File: src/rtl/fb_write_addr_gen.sv
// rtl/fb_write_addr_gen.sv - RAMWR window cursor feeding a FWFT frame-buffer write FIFO
// Build option FB_WR_ROTATE180_EN mirrors every pushed address for a 180 degree panel.
module fb_write_addr_gen #(
    parameter int H_RES      = 480,
    parameter int V_RES      = 272,
    parameter int ADDR_W     = 17,
    parameter int FIFO_DEPTH = 16
) (
    input  logic              i_clk,
    input  logic              i_rst,
    input  logic [7:0]        i_inst_data,
    input  logic              i_inst_en_pls,
    input  logic [31:0]       i_col_addr,
    input  logic [31:0]       i_row_addr,
    input  logic [15:0]       i_pixel_data,
    input  logic              i_pixel_en_pls,
    output logic [ADDR_W-1:0] o_wr_addr,
    output logic [15:0]       o_wr_data,
    output logic              o_wr_valid,
    input  logic              i_wr_ready,
    output logic              o_frame_done,
    output logic              o_overflow
);
    localparam int PTR_W = $clog2(FIFO_DEPTH);
    localparam logic [7:0] CMD_RAMWR   = 8'h2C;
    localparam logic [7:0] CMD_SWRESET = 8'h01;
    localparam logic [15:0] X_MAX = 16'(H_RES - 1);
    localparam logic [15:0] Y_MAX = 16'(V_RES - 1);
    localparam logic [ADDR_W-1:0] ROW_STEP = ADDR_W'(H_RES);
    localparam logic [PTR_W:0] FULL_CNT = (PTR_W + 1)'(FIFO_DEPTH);

    typedef enum logic [1:0] {S_IDLE, S_LOAD, S_WRITE} state_t;

    state_t            state_q, state_d;
    logic [15:0]       xs_q, xs_d, xe_q, xe_d, ys_q, ys_d, ye_q, ye_d;
    logic [15:0]       x_q, x_d, y_q, y_d;
    logic [ADDR_W-1:0] row_base_q, row_base_d, row_init_q, row_init_d;
    logic              pend_q, pend_d;
    logic [15:0]       pend_pix_q, pend_pix_d;
    logic              frame_done_q, frame_done_d;
    logic              overflow_q, overflow_d;

    logic [ADDR_W+15:0] mem_q [FIFO_DEPTH];
    logic [PTR_W-1:0]   wr_ptr_q, wr_ptr_d, rd_ptr_q, rd_ptr_d;
    logic [PTR_W:0]     count_q, count_d;

    logic              cmd_ramwr, cmd_swreset, cmd_other;
    logic [15:0]       xs_in, xe_in, ys_in, ye_in;
    logic              win_ok;
    logic              push_req, push_ok, pop, fifo_full, fifo_empty;
    logic [15:0]       push_pix;
    logic [ADDR_W-1:0] lin_addr, push_addr;

    assign cmd_ramwr   = i_inst_en_pls && (i_inst_data == CMD_RAMWR);
    assign cmd_swreset = i_inst_en_pls && (i_inst_data == CMD_SWRESET);
    assign cmd_other   = i_inst_en_pls && !cmd_ramwr && !cmd_swreset;

    // Clamp the end coordinates to the panel before the validity test.
    assign xs_in  = i_col_addr[31:16];
    assign xe_in  = (i_col_addr[15:0] > X_MAX) ? X_MAX : i_col_addr[15:0];
    assign ys_in  = i_row_addr[31:16];
    assign ye_in  = (i_row_addr[15:0] > Y_MAX) ? Y_MAX : i_row_addr[15:0];
    assign win_ok = (xs_in <= xe_in) && (ys_in <= ye_in);

    assign fifo_empty = (count_q == '0);
    assign fifo_full  = (count_q == FULL_CNT);
    assign pop        = !fifo_empty && i_wr_ready;
    assign push_ok    = push_req && !fifo_full;

    assign lin_addr = row_base_q + ADDR_W'(x_q);
`ifdef FB_WR_ROTATE180_EN
    localparam logic [ADDR_W-1:0] LAST_ADDR = ADDR_W'(H_RES * V_RES - 1);
    assign push_addr = LAST_ADDR - lin_addr;
`else
    assign push_addr = lin_addr;
`endif

    always_comb begin
        state_d      = state_q;
        xs_d         = xs_q;
        xe_d         = xe_q;
        ys_d         = ys_q;
        ye_d         = ye_q;
        x_d          = x_q;
        y_d          = y_q;
        row_base_d   = row_base_q;
        row_init_d   = row_init_q;
        pend_d       = pend_q;
        pend_pix_d   = pend_pix_q;
        overflow_d   = overflow_q;
        frame_done_d = 1'b0;
        push_req     = 1'b0;
        push_pix     = i_pixel_data;

        if (cmd_swreset) begin
            state_d    = S_IDLE;
            pend_d     = 1'b0;
            overflow_d = 1'b0;
        end else if (cmd_ramwr) begin
            xs_d    = xs_in;
            xe_d    = xe_in;
            ys_d    = ys_in;
            ye_d    = ye_in;
            pend_d  = 1'b0;
            state_d = win_ok ? S_LOAD : S_IDLE;
        end else if (cmd_other && (state_q != S_IDLE)) begin
            state_d = S_IDLE;
            pend_d  = 1'b0;
        end else begin
            case (state_q)
                S_LOAD: begin
                    x_d        = xs_q;
                    y_d        = ys_q;
                    row_base_d = ADDR_W'(ys_q) * ROW_STEP;
                    row_init_d = ADDR_W'(ys_q) * ROW_STEP;
                    state_d    = S_WRITE;
                    // Pixel arriving before the cursor is ready is replayed next cycle.
                    if (i_pixel_en_pls) begin
                        pend_d     = 1'b1;
                        pend_pix_d = i_pixel_data;
                    end
                end
                S_WRITE: begin
                    if (pend_q || i_pixel_en_pls) begin
                        push_req = 1'b1;
                        push_pix = pend_q ? pend_pix_q : i_pixel_data;
                        pend_d   = 1'b0;
                        if (fifo_full) begin
                            overflow_d = 1'b1;
                        end
                        if (x_q != xe_q) begin
                            x_d = x_q + 16'd1;
                        end else if (y_q != ye_q) begin
                            x_d        = xs_q;
                            y_d        = y_q + 16'd1;
                            row_base_d = row_base_q + ROW_STEP;
                        end else begin
                            x_d          = xs_q;
                            y_d          = ys_q;
                            row_base_d   = row_init_q;
                            frame_done_d = 1'b1;
                        end
                    end
                end
                default: ;
            endcase
        end
    end

    always_comb begin
        wr_ptr_d = wr_ptr_q;
        rd_ptr_d = rd_ptr_q;
        count_d  = count_q;
        if (cmd_swreset) begin
            wr_ptr_d = '0;
            rd_ptr_d = '0;
            count_d  = '0;
        end else begin
            if (push_ok) begin
                wr_ptr_d = wr_ptr_q + PTR_W'(1);
            end
            if (pop) begin
                rd_ptr_d = rd_ptr_q + PTR_W'(1);
            end
            case ({push_ok, pop})
                2'b10:   count_d = count_q + (PTR_W + 1)'(1);
                2'b01:   count_d = count_q - (PTR_W + 1)'(1);
                default: count_d = count_q;
            endcase
        end
    end

    always_ff @(posedge i_clk) begin
        if (i_rst) begin
            state_q      <= S_IDLE;
            xs_q         <= '0;
            xe_q         <= '0;
            ys_q         <= '0;
            ye_q         <= '0;
            x_q          <= '0;
            y_q          <= '0;
            row_base_q   <= '0;
            row_init_q   <= '0;
            pend_q       <= 1'b0;
            pend_pix_q   <= '0;
            frame_done_q <= 1'b0;
            overflow_q   <= 1'b0;
            wr_ptr_q     <= '0;
            rd_ptr_q     <= '0;
            count_q      <= '0;
        end else begin
            state_q      <= state_d;
            xs_q         <= xs_d;
            xe_q         <= xe_d;
            ys_q         <= ys_d;
            ye_q         <= ye_d;
            x_q          <= x_d;
            y_q          <= y_d;
            row_base_q   <= row_base_d;
            row_init_q   <= row_init_d;
            pend_q       <= pend_d;
            pend_pix_q   <= pend_pix_d;
            frame_done_q <= frame_done_d;
            overflow_q   <= overflow_d;
            wr_ptr_q     <= wr_ptr_d;
            rd_ptr_q     <= rd_ptr_d;
            count_q      <= count_d;
        end
    end

    always_ff @(posedge i_clk) begin
        if (push_ok) begin
            mem_q[wr_ptr_q] <= {push_addr, push_pix};
        end
    end

    // Head is forced to zero while empty so stale entries never show on the bus.
    assign o_wr_valid   = !fifo_empty;
    assign o_wr_addr    = fifo_empty ? '0 : mem_q[rd_ptr_q][ADDR_W+15:16];
    assign o_wr_data    = fifo_empty ? '0 : mem_q[rd_ptr_q][15:0];
    assign o_frame_done = frame_done_q;
    assign o_overflow   = overflow_q;

endmodule

File: config.mk
export PLATFORM = sky130hd
export DESIGN_NAME = fb_write_addr_gen
export DESIGN_NICKNAME = d
export VERILOG_FILES = /design/src/rtl/fb_write_addr_gen.sv
export SDC_FILE = /design/constraint.sdc
export NUM_CORES = 1
export LEC_CHECK = 0
export ABC_AREA = 1
export CAP_MARGIN = 25
export CORE_ASPECT_RATIO = 1.2
export CORE_MARGIN = 8
export CORE_UTILIZATION = 60
export CTS_CLUSTER_SIZE = 10
export DETAILED_ROUTE_END_ITERATION = 8
export GPL_TIMING_DRIVEN = 0
export PLACE_DENSITY = 0.78
export REMOVE_ABC_BUFFERS = 1
export SETUP_SLACK_MARGIN = 0.4
export SLEW_MARGIN = 20
export SYNTH_ARGS = -nofsm -noshare
export SYNTH_HDL_FRONTEND = slang
export SYNTH_SLANG_ARGS = --single-unit
File: constraint.sdc
create_clock -name i_clk -period 7.2 [get_ports i_clk]
set_input_delay 1.08 -clock i_clk [delete_from_list [all_inputs] [get_ports i_clk]]
set_output_delay 1.08 -clock i_clk [all_outputs]
set_load 0.02 [all_outputs]
* Yosys cells after proc, flatten, opt, wreduce, memory -nomap -nowiden
Memory sizes are Yosys's and may differ from the RTL's. A register that Yosys moved wholly into a read port is not among the register bits.
Index checks and enable logic that the tools add are counted.
** Operators by class
- $add $sub $neg :: 8
- $mul :: 1
- Order comparisons :: 4
- Equal/unequal tests :: 12
- Muxes and demuxes :: 39
- Bitwise operators :: 5
- Reductions and logical operators :: 28
** Operator list (number)
- $mux 16 :: 14
- $mux 17 :: 4
- $pmux 16 s2 :: 2
- $pmux 17 s2 :: 1
- $add 16x1->16 const B :: 2
- $gt 16x9->1 const B :: 2
- $le 16x16->1 :: 2
- $ne 16x16->1 :: 2
- $add 17x16->17 :: 1
- $add 17x9->17 const B :: 1
- $mul 16x4->12 const B :: 1
- $reduce_and 5->1 :: 3
- $mux 1 :: 11
- $pmux 5 s2 :: 1
- $add 4x1->4 const B :: 2
- $eq 8x1->1 const B :: 1
- $eq 8x6->1 const B :: 1
- $logic_and 1x1->1 :: 8
- $mux 4 :: 2
- $reduce_or 7->1 :: 1
- $mux 2 :: 3
- $ne 2x2->1 const B :: 3
- $reduce_and 6->1 :: 1
- $reduce_bool 2->1 :: 3
- other kinds (16) :: 25
** Storage, ports and cells
- Flip-flop bits (word level) :: 159
- Memory bits (writable) :: 528
- Input port bits :: 93
- Output and inout port bits :: 36
- Memories :: 1
** Memory list
- mem_q :: depth 16, bits a word 33, rd ports 1, clocked after memory_dff 1, wr ports 1, RTL line 43 : logic [ADDR_W+15:0] mem_q [FIFO_DEPTH];

* Longest topological paths before layout
- Word-level depth :: 12
- Depth in mapped cells :: 20
- Gate-level depth less buffers :: 20

* Least setup slack after synthesis
No wires, ideal clock.
- Path type :: input-to-reg
- From :: in i_inst_data[6]
- To :: mem mem_q[11][0] (netlist name) (enable)
- Setup time :: 0.464 ns
- Arrival time :: 4.153 ns
- Data required time :: 6.736 ns
- Slack :: 2.583 ns
- Cell stages on the path :: 9
- Path through :: inv_1 > nand2_1 > nor2_1 > nand3_2 > nand2_1 > nand2_2 > nor3_2 > nand2_2 > nor3_1
** Between the ends
- Cells in the longest elaborated chain, start to end :: 12
- Elaborated cells on any way between the ends :: 15
** Ends and longest elaborated chain
- from (decl) :: RTL line 11 : input logic [7:0] i_inst_data,
- $eq 8x6->1 :: RTL line 54 : assign cmd_ramwr = i_inst_en_pls && (i_inst_data == CMD_RAMWR);
- $logic_and 1x1->1 :: RTL line 54
- $logic_not 1->1 :: RTL line 56 : assign cmd_other = i_inst_en_pls && !cmd_ramwr && !cmd_swreset;
- $logic_and 1x1->1 (2 in series) :: RTL line 56
- $logic_and 1x1->1 :: RTL line 106 : end else if (cmd_other && (state_q != S_IDLE)) begin
- $mux 1 :: RTL line 106
- $mux 1 :: RTL line 99 : end else if (cmd_ramwr) begin
- $mux 1 * :: RTL line 95 : if (cmd_swreset) begin
- $logic_and 1x1->1 * :: RTL line 68 : assign push_ok = push_req && !fifo_full;
- $mux 1 * :: RTL line 212 : if (push_ok) begin
- $mux 1 (implied by the code) * :: RTL line 213 : mem_q[wr_ptr_q] <= {push_addr, push_pix};
- to (decl) :: RTL line 43
Mark *: on every way between the ends. The rest lies on a longest branch, timed or not.

==> out/qor.txt <==
Pre-CTS WS - 2505 ps
Post-CTS setup buffers - 0
Mux cell area share after synthesis - 0
Placer Congestion - 0.8792
Power Density - 287.2 nW/um^2
FP Rows - 91
Routed vias - 23540
Worst skew pair latency - 620 ps
Final WS setup - 2167 ps
Post-synth ARST share - 0
Cell Area, Synth - 30700 um^2
Synth Area in Compound Gates - 0.1330
Post-CTS sizing - 0
Setup_tns - 0 ps
Leakage - 0.01267 uW
Slew Limit Fails - 0
Critical-path cell list - buf_16 -> inv_8 -> buf_16 -> o21ai_0 -> o22ai_1 -> nor2_1 -> nor2_1 -> o21ai_0 -> a21oi_1 -> clkdlybuf4s50_1
Yosys top cell area share - 0.5165
TritonCTS Sinks - 686
Layout cell share with drive strength beyond 1 - 0.06621
Post-Synth Simple-Gate Area - 0.1507
CP arrival - 3950 ps
First-pass iteration count of the detailed router - 6
Worst hold endpoint - xe_q[11]
Core area - 51010 um^2
Slowest-stage cell, CP - clkdlybuf4s50_1
Synth unique cells - 43
Top-count cell post-synth - nor2_1
CTS Buf Count - 78
Die Wd - 222.5 um
Global-route wire length before repair - 124100 um
# setup viols final - 0
VDD IR max - 0.2109 mV
Worst Hold Class - flip-flop to flip-flop
DRC violations left - 0
H-Tree Depth - 3
Drt total wl - 79660 um
RR Endpoint - x_q[10]
Die Y - 263.8 um
Mean Syn Cell Area - 10.18 um^2
Grt ovf - 0
Final net count - 3312
CP Capture Type - output port
Hold Crit Start - xe_q[11]
Max FO, Critical Path - 90
Period utilization - 0.6990
Largest family of logic cells by synthesized area - simple AND/OR/NAND/NOR gates
Hold Fails Final Rpt - 0
WP depth - 10
Top post-synthesis cells by count - 533 x nor2_1, 528 x edfxtp_1, 397 x o21ai_0
Sequential share of the synthesized area - 0.6196
WL/cell - 20.76 um
N_diodes - 0
Yosys warns - 0
# IOs - 129
Post-synthesis register bit count - 686
Die area - 58680 um^2
Req. time, crit path - 6120 ps
Post-synth EDFFs - 528
Largest net degree at the start of global routing - 103
Worst Hold Depth - 2
Hold_ws - 456.4 ps
CP Launch Type - flip-flop
Bufs on Longest Clock Path - 3
Initial antenna violation count - 0
Synth Area in Adders - 0.03986
Synth area leader - edfxtp_1
CTS tree - built
Synth Instances - 3015
Vias in the first global route - 23760
Top FF cell, synth - edfxtp_1
Initial Util - 0.6018
Fraction of synthesized cell area in xor and xnor cells - 0.01113
Synth top area cells - edfxtp_1 52%, dfxtp_1 10%, nor2_1 6.5%
Clk_skew - 14.11 ps
CP Class - flip-flop to output port
Worst-Margin Slew - 1079 ps
1st-iter DRT viols - 2379
Final min period - 5033 ps
Port bufs - 128
Filler instances - 3461
RSZ-0062 raised after global routing - no
Post-layout util - 0.7019
Area Growth Syn to Fin - 16.65%
Root Buffer - clkbuf_16
Tot GR Track Use - 0.2651
Worst path max stage delay - 690 ps
Total power - 10280 uW
R2r setup slk - 3910 ps
Kind of cell adding the most delay to the critical path - buffers and inverters
Max-Cap Viols - 0
HPWL after DPL - 50170 um
Fmax achieved - 198.7 MHz
Slew headroom - 0.2784
Startpoint of the worst-slack reg-to-reg timing path - state_q[0]
DR vias/cell - 6.134
Status - finished clean
R2R cell count - 11
DRT antenna net count - 0
Crit path buf inv count - 4
Post-cts hold buffer count - 0
Worst-path clk slew - 50 ps
## worst min-delay path: cells and delay by family (launching register included)
kind	cells	cell delay, ps
flip-flops	1	310
buffers and inverters	1	60
AND/OR/NAND/NOR	1	40
## placed cells by master (no fill, tap or decap), drive strengths merged, types with 3 or more instances in the layout
master / synthesis / final
xnor2: 10 / 10
clkdlybuf4s50: 0 / 127
o21ai: 405 / 405
dfxtp: 158 / 158
nand4: 20 / 20
nor2: 535 / 535
nand3b: 10 / 10
edfxtp: 528 / 528
nand2: 383 / 383
ha: 69 / 69
inv: 181 / 183
o21bai: 4 / 4
or2: 5 / 5
nor3: 20 / 20
fa: 18 / 18
buf: 49 / 63
nor4: 4 / 4
a21oi: 168 / 168
clkbuf: 118 / 131
xor2: 29 / 29
clkinv: 2 / 5
a31oi: 5 / 5
nand3: 150 / 150
o221ai: 94 / 94
conb: 1 / 14
o21a: 3 / 3
o22ai: 38 / 38
## layer usage
| metal | track usage | vias up | part of all wire |
|---|---|---|---|
| li1 | - | 10850 | - |
| met3 | 0.04160 | 269 | 0.077 |
| met4 | 0.1459 | 0 | 0.050 |
| met5 | 0 | - | 0 |
| met1 | 0.3062 | 11190 | 0.37 |
| met2 | 0.4687 | 1234 | 0.50 |
## through the flow
step / instance area [um^2] / instances
2_1_floorplan: 30030 / 2861
3_3_place_gp: 32120 / 3640
3_5_place_dp: 33450 / 3696
4_1_cts: 35720 / 3831
5_1_grt: 35810 / 3838
6_report: 35810 / 3838
## cell type report
cell class	count	area [um^2]	area share
sequential	686	19030	0.5315
inverter	183	705.7	0.01971
clock inverter	5	88.84	0.002481
multi-input combinational	1992	10490	0.2930
timing repair buffer	191	2487	0.06947
tap	651	814.5	0.02275
clock buffer	130	2190	0.06115
## worst max-delay path by stage
stage	from	to	slack, ps
after global routing	flip-flop	o_wr_addr[3]	2010
after floorplan	flip-flop	o_wr_addr[14]	-4250
final	flip-flop	o_wr_addr[3]	2170
after CTS	flip-flop	o_wr_addr[3]	2000
after global placement	flip-flop	o_wr_addr[3]	-13420
after detailed placement	i_inst_data[4]	pend_pix_q[6]	2510
## registers in the layout, indices dropped and copies added, names as in the netlist, 2 cells and up, named ones only
register and flops:
mem_q 528, pend_pix_q 16, x_q 16, xe_q 16
xs_q 16, y_q 16, ye_q 16, ys_q 16
row_base_q 12, row_init_q 12, count_q 5, rd_ptr_q 4
wr_ptr_q 4, state_q 2
## power by group
group,leakage [uW],internal [uW],switching (uW)
registers,0.00605,4250,96.6
clock network,0.00109,2070,1500
logic,0.00553,858,1500
total,0.0127,7190,3100
## kinds of logic after synthesis
| family | Yosys count |
|---|---|
| xor gates and xnor gates | 39 |
| and+or+nand+nor | 1127 |
| adders and majority gates | 87 |
| AOI/OAI and AO/OA | 725 |
| buffers and inverters | 350 |
| DFF | 686 |
| other | 1 |
Power figures use the tool's default switching activity.
